===== src/rtl/mul_pkg.sv =====
// Shared encodings for the sequential Booth multiplier.
// Pure declarations: no logic, no latency.
// Not applicable: no handshake lives here.
package mul_pkg;

  // FSM state encoding
  localparam logic [1:0] S_IDLE = 2'd0;
  localparam logic [1:0] S_STEP = 2'd1;
  localparam logic [1:0] S_DONE = 2'd2;

  typedef enum logic [1:0] {
    IDLE = S_IDLE,
    STEP = S_STEP,
    DONE = S_DONE
  } state_t;

  // Booth codes, read as {Q[0], q_1}
  localparam logic [1:0] BOOTH_ADD = 2'b01;
  localparam logic [1:0] BOOTH_SUB = 2'b10;

  // Result word layout, LSB first: product, then the mode bit, then the ID tag
  localparam int PROD_LSB = 0;

  function automatic int mode_pos(input int n);
    return 2 * n;
  endfunction

  function automatic int id_lsb(input int n);
    return 2 * n + 1;
  endfunction

endpackage


===== src/rtl/add_sub.sv =====
// Generic adder/subtractor: sum = a + (sub ? ~b : b) + cin.
// Combinational, zero latency.
// No handshake.
module add_sub #(
  parameter int W = 8
) (
  input  logic [W-1:0] a,
  input  logic [W-1:0] b,
  input  logic         sub,
  input  logic         cin,
  output logic [W-1:0] sum
);

  logic [W-1:0] b_op;

  // Invert the second operand for subtraction; the caller supplies cin=1 to complete two's complement
  always_comb begin
    b_op = sub ? ~b : b;
    sum  = a + b_op + {{(W-1){1'b0}}, cin};
  end

endmodule


===== src/rtl/mul_booth_fsm_booth_step.sv =====
// One radix-2 Booth iteration: conditional add/sub of A into P, then arithmetic shift of {P, Q, q_1}.
// Combinational, zero latency.
// No handshake; the FSM decides when the result is registered.
module booth_step
  import mul_pkg::*;
#(
  parameter int N = 8
) (
  input  logic [N+1:0] p,
  input  logic [N:0]   q,
  input  logic         q_1,
  input  logic [N:0]   a,
  output logic [N+1:0] p_nxt,
  output logic [N:0]   q_nxt,
  output logic         q1_nxt
);

  logic [1:0]   code;
  logic         sub;
  logic [N+1:0] a_ext;
  logic [N+1:0] sum;
  logic [N+1:0] p_sel;

  // Decode the Booth pair and widen A by one guard bit so P can never overflow
  always_comb begin
    code  = {q[0], q_1};
    sub   = (code == BOOTH_SUB);
    a_ext = {a[N], a};
  end

  add_sub #(.W(N + 2)) u_add_sub (
    .a   (p),
    .b   (a_ext),
    .sub (sub),
    .cin (sub),
    .sum (sum)
  );

  // Keep P for codes 00/11, then shift the whole {P, Q, q_1} chain right arithmetically
  always_comb begin
    p_sel  = ((code == BOOTH_ADD) || (code == BOOTH_SUB)) ? sum : p;
    p_nxt  = {p_sel[N+1], p_sel[N+1:1]};
    q_nxt  = {p_sel[0], q[N:1]};
    q1_nxt = q[0];
  end

endmodule


===== src/rtl/mul_booth_fsm.sv =====
// Sequential radix-2 Booth multiplier, signed or unsigned per operation, ID tag carried to the result.
// Accept to result valid: N+1 STEP cycles; result then held until taken; issue interval N+3 cycles.
// Accepts only in IDLE with result FIFO not full; result held stable in DONE until ready_f_res.
module mul_booth_fsm
  import mul_pkg::*;
#(
  parameter int OP_WIDTH = 8,
  parameter int ID_SIZE  = 8
) (
  input  logic                          clk,
  input  logic                          rst,
  input  logic [OP_WIDTH-1:0]           a_in,
  input  logic [OP_WIDTH-1:0]           b_in,
  input  logic                          signed_mode,
  input  logic [ID_SIZE-1:0]            id_mul,
  input  logic                          m_valid_data,
  output logic                          m_ready_data,
  input  logic                          ready_f_res,
  output logic                          m_valid_res,
  output logic [ID_SIZE+2*OP_WIDTH:0]   result_mul,
  output logic                          busy
);

  localparam int N         = OP_WIDTH;
  localparam int CNT_WIDTH = $clog2(OP_WIDTH + 1) + 1;
  localparam int RES_W     = ID_SIZE + 1 + 2 * OP_WIDTH;
  localparam int MODE_POS  = mode_pos(OP_WIDTH);
  localparam int ID_LSB    = id_lsb(OP_WIDTH);
  localparam logic [CNT_WIDTH-1:0] LAST_ITER = CNT_WIDTH'(OP_WIDTH);

  state_t state_q, state_d;

  logic [N:0]           a_q;
  logic [N:0]           q_q;
  logic [N+1:0]         p_q;
  logic                 q1_q;
  logic [CNT_WIDTH-1:0] cnt_q;
  logic [ID_SIZE-1:0]   id_q;
  logic                 mode_q;
  logic [RES_W-1:0]     res_q;

  logic [N+1:0]         p_nxt;
  logic [N:0]           q_nxt;
  logic                 q1_nxt;
  logic                 accept;
  logic                 last_iter;
  logic [2*N-1:0]       prod_nxt;

  booth_step #(.N(N)) u_booth_step (
    .p      (p_q),
    .q      (q_q),
    .q_1    (q1_q),
    .a      (a_q),
    .p_nxt  (p_nxt),
    .q_nxt  (q_nxt),
    .q1_nxt (q1_nxt)
  );

  // Handshake qualifiers and the product seen after the final iteration
  always_comb begin
    accept    = (state_q == IDLE) && m_valid_data && ready_f_res && !rst;
    last_iter = (cnt_q == LAST_ITER);
    prod_nxt  = {p_nxt[N-2:0], q_nxt};
  end

  // State register
  always_ff @(posedge clk) begin
    if (rst) state_q <= IDLE;
    else     state_q <= state_d;
  end

  // Next-state and handshake outputs
  always_comb begin
    state_d      = state_q;
    m_ready_data = 1'b0;
    m_valid_res  = 1'b0;
    busy         = (state_q != IDLE);
    case (state_q)
      IDLE: begin
        m_ready_data = ready_f_res && !rst;
        if (accept) state_d = STEP;
      end
      STEP: begin
        if (last_iter) state_d = DONE;
      end
      DONE: begin
        m_valid_res = 1'b1;
        if (ready_f_res) state_d = IDLE;
      end
      default: state_d = IDLE;
    endcase
  end

  // Datapath: load extended operands on accept, iterate in STEP, capture the result word on the last step
  always_ff @(posedge clk) begin
    if (rst) begin
      a_q    <= '0;
      q_q    <= '0;
      p_q    <= '0;
      q1_q   <= 1'b0;
      cnt_q  <= '0;
      id_q   <= '0;
      mode_q <= 1'b0;
      res_q  <= '0;
    end else if (accept) begin
      a_q    <= signed_mode ? {a_in[N-1], a_in} : {1'b0, a_in};
      q_q    <= signed_mode ? {b_in[N-1], b_in} : {1'b0, b_in};
      p_q    <= '0;
      q1_q   <= 1'b0;
      cnt_q  <= '0;
      id_q   <= id_mul;
      mode_q <= signed_mode;
    end else if (state_q == STEP) begin
      p_q   <= p_nxt;
      q_q   <= q_nxt;
      q1_q  <= q1_nxt;
      cnt_q <= cnt_q + 1'b1;
      if (last_iter) begin
        res_q[ID_LSB +: ID_SIZE]  <= id_q;
        res_q[MODE_POS]           <= mode_q;
        res_q[PROD_LSB +: 2 * N]  <= prod_nxt;
      end
    end
  end

  assign result_mul = res_q;

endmodule

===== config.mk =====
export PLATFORM = sky130hd
export DESIGN_NAME = mul_booth_fsm
export DESIGN_NICKNAME = d
export VERILOG_FILES = /design/src/rtl/mul_pkg.sv /design/src/rtl/add_sub.sv /design/src/rtl/mul_booth_fsm_booth_step.sv /design/src/rtl/mul_booth_fsm.sv
export SDC_FILE = /design/constraint.sdc
export NUM_CORES = 1
export LEC_CHECK = 0
export CORE_MARGIN = 5
export CORE_UTILIZATION = 37
export DETAILED_ROUTE_END_ITERATION = 10
export PLACE_DENSITY = 0.58
export RECOVER_POWER = 100
export REMOVE_ABC_BUFFERS = 1
export SLEW_MARGIN = 20
export SYNTH_ARGS = -nofsm -noshare
export SYNTH_HDL_FRONTEND = slang
export SYNTH_SLANG_ARGS = --single-unit

===== constraint.sdc =====
create_clock -name clk -period 6.8 [get_ports clk]
set_clock_uncertainty 0.1 [all_clocks]
set_input_delay 1.36 -clock clk [delete_from_list [all_inputs] [get_ports clk]]
set_output_delay 1.36 -clock clk [all_outputs]
set_load 0.05 [all_outputs]

==> results of run 1 <==
## registers in the layout, summed over array words and instances, names as in the netlist
register	count
id_q	8
result_mul	25
q1_q	1
q_q	9
p_q	9
cnt_q	5
state_q	2
mode_q	1
a_q	9
## power breakdown
part / internal [µW] / total [µW] / switching (µW)
combinational: 43.7 / 105 / 61.8
clock: 208 / 380 / 171
sequential: 416 / 425 / 9.01
## critical path, delay by kind of cell
kind / cells / cell delay, ns
AND/OR/NAND/NOR: 1 / 0.16
buffers and inverters: 2 / 1.44
## cells by family after synthesis
| group | synth area share [%] |
|---|---|
| AO/OA/AOI/OAI | 18.3 |
| XOR/XNOR | 4.37 |
| adder cells (fa/ha/maj) | 5.31 |
| buffers and inverters | 4.41 |
| flip-flops | 43.1 |
| multiplexers | 1.05 |
| AND/OR/NAND/NOR | 23.4 |
## placed cells by master, fill, tap and decap left out, types with 8 or more instances in the layout
master           Yosys  routed
nand3_1             10      10
nor2_1              32      31
dfxtp_1             69      69
clkbuf_8             0       9
xor2_1              13      13
dlygate4sd3_1        0      29
clkdlybuf4s50_1      0      26
nand2_1            101     101
ha_1                12      12
o21ai_0              6       8
inv_1                8       8
a21oi_1             51      51
## metrics by stage
step | cells | hold slack [ns] | utilization (%) | cell area, µm² | power [µW]
floorplan | 374 | 0.326 | - | 3100 | 496
global placement | 541 | 0.339 | 44.4 | 3820 | 540
detailed placement | 541 | 0.344 | 44.4 | 3820 | 542
CTS | 557 | 0.357 | 47.0 | 4040 | 920
global route | 557 | 0.378 | 46.8 | 4020 | 952
finish | 557 | 0.351 | 46.8 | 4020 | 910
## per-layer routing
metal  routed length (µm)  global-route usage, %  vias up
met1                 3740                   20.6     1350
met2                 3890                   25.7       45
met5                    0                      0        -
met3                  283                   3.65        7
li1                     -                      -     1454
met4                   85                   4.18        0
## layout make-up
cell class              count  area share, %
multi-input cells         296           41.8
flip-flops and latches     69           34.3
repair buffers             59           14.2
well taps                 108           3.36
clock buffers               9           3.08
clock inverters             7           2.46
inverters                   9          0.840
## worst paths after layout
check | startpoint | to | slack [ns]
max | ready_f_res | m_ready_data | 2.38
min | id_q[6] | result_mul[23] | 0.35
max reg2reg | state_q[0] | result_mul[15] | 3.03
min reg2reg | id_q[6] | result_mul[23] | 0.35
==> flow_summary.json, run 1 <==
{
  "maxCapViolCount": 1,
  "vias_per_cell": 5.13,
  "grt_pass1_vias": 2691,
  "start_util_pct": 37.3,
  "pre_cts_ws_ns": 2.53,
  "grt_pass1_wl_mm": 12.9,
  "cpMostUsedCell": "dlygate4sd3_1",
  "drtIter0Drc": 133,
  "synth_edf_count": 0,
  "place_hpwl_mm": 5.19,
  "fin_nets": 486,
  "cp.arrival_ns": 2.96,
  "cts_max_path_buffers": 2,
  "postSynthAreaPerCell_um2": 8.06,
  "yosysWarnings": 0,
  "clockRootBuffer": "clkbuf_8",
  "drt-total-wl_mm": 8.01,
  "port_buffers": 56,
  "gp_congestion": 0.790,
  "synth.cells.most_frequent": "nand2_1 (101), dfxtp_1 (69), a21oi_1 (51)",
  "cts_resized": 0,
  "ff2ff_path_depth": 4,
  "ir_worst_vdd_v": 0.000108,
  "setup_violations": 0,
  "synth_area_leaders": "dfxtp_1 (43%), nand2_1 (12%), a21oi_1 (8.0%)",
  "insertion_delay_ns": 0.35,
  "drc": 0,
  "holdBufCountCts": 0,
  "critical-path-max-stage-delay_ns": 0.87,
  "rows": 34,
  "diodes": 0,
  "yosysTopAreaCellShare_pct": 43.1,
  "cpMaxStageDelayCell": "dlygate4sd3_1",
  "crit_path_end_kind": "output pin",
  "cts_tree": "yes",
  "synth_seq_area_share_pct": 43.1,
  "critical_path.cell_chain": "dlygate4sd3_1 -> and3_1 -> dlygate4sd3_1",
  "regArea_um2": 1380,
  "detail-route-antenna-nets": 0,
  "synth_area_um2": 3210,
  "slew_headroom_pct": -10.1,
  "synthCells": 398,
  "cts_setup_buffers": 0,
  "fin_ws_ns": 2.38,
  "violations": "max-capacitance violations, max-slew violations",
  "multi_input_area_um2": 1680,
  "grt_overflow": 0,
  "ys_types": 52,
  "synthToLayoutAreaGrowth_pct": 25.5,
  "synth_seq_cells": 69,
  "synthFlopType": "dfxtp_1",
  "htree_levels": 3,
  "rsz0062_at_grt": "false",
  "ios": 57,
  "crit_required_ns": 5.34,
  "hold_viol_final": 0,
  "die_area_um2": 10600,
  "die_w_um": 103,
  "grt_max_degree": 59,
  "path_max_fanout": 4,
  "p_leak_uw": 0.00158,
  "worstHoldPathType": "register to register",
  "die_h_um": 103,
  "core_area_um2": 8590,
  "num_vias": 2856,
  "dr.pass1.iters": 4,
  "yosysMostFrequentCell": "nand2_1",
  "tightest_slew_ns": 1.65,
  "power.density_nw_per_um2": 226,
  "drive_gt1_share_pct": 6.24,
  "path_class": "primary input to output pin",
  "grtUsageTotal_pct": 15.6,
  "synthArstFlopShare_pct": 0,
  "min_period_ns": 4.42,
  "drv_slew": 36,
  "post-synth-top-area-cell": "dfxtp_1",
  "wire_per_inst_um": 14.4,
  "hold_depth": 2,
  "cp-start-kind": "primary input",
  "clkSlewWorstSetupHoldPaths_ns": 0.08,
  "status": "complete, but fails checks",
  "fin_crit_sh_pct": 65.0,
  "fill_cells": 873,
  "antenna_found_initial": 0,
  "max_freq_mhz": 226,
  "cts_sinks": 69,
  "cts_buffers": 9,
  "tns_ns": 0
}
Note: power is estimated with default switching activity, not from simulation.
==> run 2, diff against run 1 <==
--- a/config.mk
+++ b/config.mk
@@ -8,7 +8,7 @@
 export CORE_MARGIN = 5
 export CORE_UTILIZATION = 37
 export DETAILED_ROUTE_END_ITERATION = 10
-export PLACE_DENSITY = 0.58
+export PLACE_DENSITY = 0.6
 export RECOVER_POWER = 100
 export REMOVE_ABC_BUFFERS = 1
 export SLEW_MARGIN = 20
==> constraint.sdc (replaced) <==
create_clock -name clk -period 3.7 [get_ports clk]
set_clock_uncertainty 0.1 [all_clocks]
set_input_delay 0.74 -clock clk [delete_from_list [all_inputs] [get_ports clk]]
set_output_delay 0.74 -clock clk [all_outputs]
set_load 0.05 [all_outputs]
==> run 2 against run 1 <==
Net effect: sequential share of layout area about the same; count of clock-buffer cells in the layout up 1; largest cell class unchanged; sequential power up 84%; sequential cell count is the same; global-route usage rose by 0.12 points; the flow now finishes without violations; worst setup slack got worse by 1.5 ns; cell count is 0.36% higher.
==> flow_summary.json, run 2 (synthesis results as in run 1) <==
{
  "status": "completed",
  "insertion_delay_ns": 0.34,
  "detail-route-antenna-nets": 0,
  "placed_area_um2": 3830,
  "dr.pass1.iters": 4,
  "wirelength_met1_mm": 3.76,
  "die_h_um": 103,
  "rows": 34,
  "final_common_cell": "nand2_1",
  "fin_cells": 559,
  "tightest_slew_ns": 1.34,
  "p_leak_uw": 0.00158,
  "core_area_um2": 8590,
  "drtIter0Drc": 122,
  "cts_buffers": 9,
  "power_uw": 1690,
  "ir_worst_vdd_v": 0.000222,
  "whs_ns": 0.353,
  "ios": 57,
  "path_class": "register to register",
  "drv_slew": 0,
  "min_period_ns": 2.82,
  "cts_sinks": 69,
  "cts_resized": 0,
  "final_cell_mix": "nand2_1 (101), dfxtp_1 (69), a21oi_1 (52)",
  "vias_per_cell": 5.13,
  "drive_gt1_share_pct": 5.76,
  "wire_per_inst_um": 14.5,
  "cts_max_path_buffers": 2,
  "cts_tree": "yes",
  "highest_layer": "met4",
  "power.density_nw_per_um2": 419,
  "grt_overflow": 0,
  "slew_headroom_pct": 10.3,
  "dpl.cell_count": 543,
  "grtUsageTotal_pct": 15.7,
  "holdBufCountCts": 0,
  "cp-start-kind": "register",
  "rsz0062_at_grt": "false",
  "cp.arrival_ns": 2.93,
  "fin_crit_sh_pct": 76.3,
  "synthToLayoutAreaGrowth_pct": 25.5,
  "path_max_fanout": 27,
  "routed-wl-met3_um": 403,
  "wl_met2_mm": 3.81,
  "clockRootBuffer": "clkbuf_8",
  "htree_levels": 3,
  "cts_setup_buffers": 0,
  "port_buffers": 56,
  "antenna_found_initial": 0,
  "die_area_um2": 10600,
  "drc": 0,
  "maxCapViolCount": 0,
  "drt-total-wl_mm": 8.11,
  "grt_pass1_wl_mm": 13.1,
  "diodes": 0,
  "place_hpwl_mm": 5.46,
  "grt_pass1_vias": 2785,
  "hold_viol_final": 0,
  "gp_congestion": 0.928,
  "setup_violations": 0,
  "worstHoldPathType": "register to register",
  "die_w_um": 103,
  "max_freq_mhz": 354,
  "crit_required_ns": 3.81,
  "crit_path_end_kind": "register",
  "clkSlewWorstSetupHoldPaths_ns": 0.08,
  "tns_ns": 0,
  "fin_nets": 488,
  "num_vias": 2870,
  "start_util_pct": 37.3,
  "grt_max_degree": 59,
  "largest_reg_flops": 25,
  "final_area_um2": 4030
}
[run 2: cell type report]
| type | instances | area, µm² |
|---|---|---|
| Clock buffer | 10 | 138 |
| Clock inverter | 6 | 93.8 |
| Fill cell | 858 | 4570 |
| Inverter | 9 | 33.8 |
| Multi-Input combinational cell | 296 | 1660 |
| Sequential cell | 69 | 1380 |
| Tap cell | 108 | 135 |
| Timing Repair Buffer | 61 | 583 |
[run 2: power breakdown]
group / total, µW / internal, µW / switching (µW)
registers: 781 / 765 / 16.8
logic: 195 / 80.0 / 115
clock network: 710 / 404 / 306
total: 1690 / 1250 / 437
[run 2: path summary, 6_finish.rpt]
check	start	endpoint	depth (start not counted)	slack, ns
min reg2reg	result_mul[1]	result_mul[1]	2	0.35
max reg2reg	state_q[0]	result_mul[13]	4	0.88
min	result_mul[1]	result_mul[1]	2	0.35
max	state_q[0]	result_mul[13]	4	0.88
[run 2: routing by layer]
metal	GRT usage, %	vias up
met3	2.71	8
met4	5.88	0
met5	0	-
met2	25.3	71
met1	21.2	1330
li1	-	1461
[run 2: stage by stage]
stage               worst slack (ns)  utilization (%)
detailed placement              1.02             44.6
finish                         0.877             46.8
CTS                             1.00             47.3
global route                   0.522             46.8
global placement                1.10             44.6
floorplan                       1.08                -
[run 2: worst max-delay path, cell delays in order (launching register included)]
cell and delay (ns):
dfxtp_1 0.37, nor2b_1 0.14, buf_4 0.31, nand4_1 1.09, o41ai_1 0.67
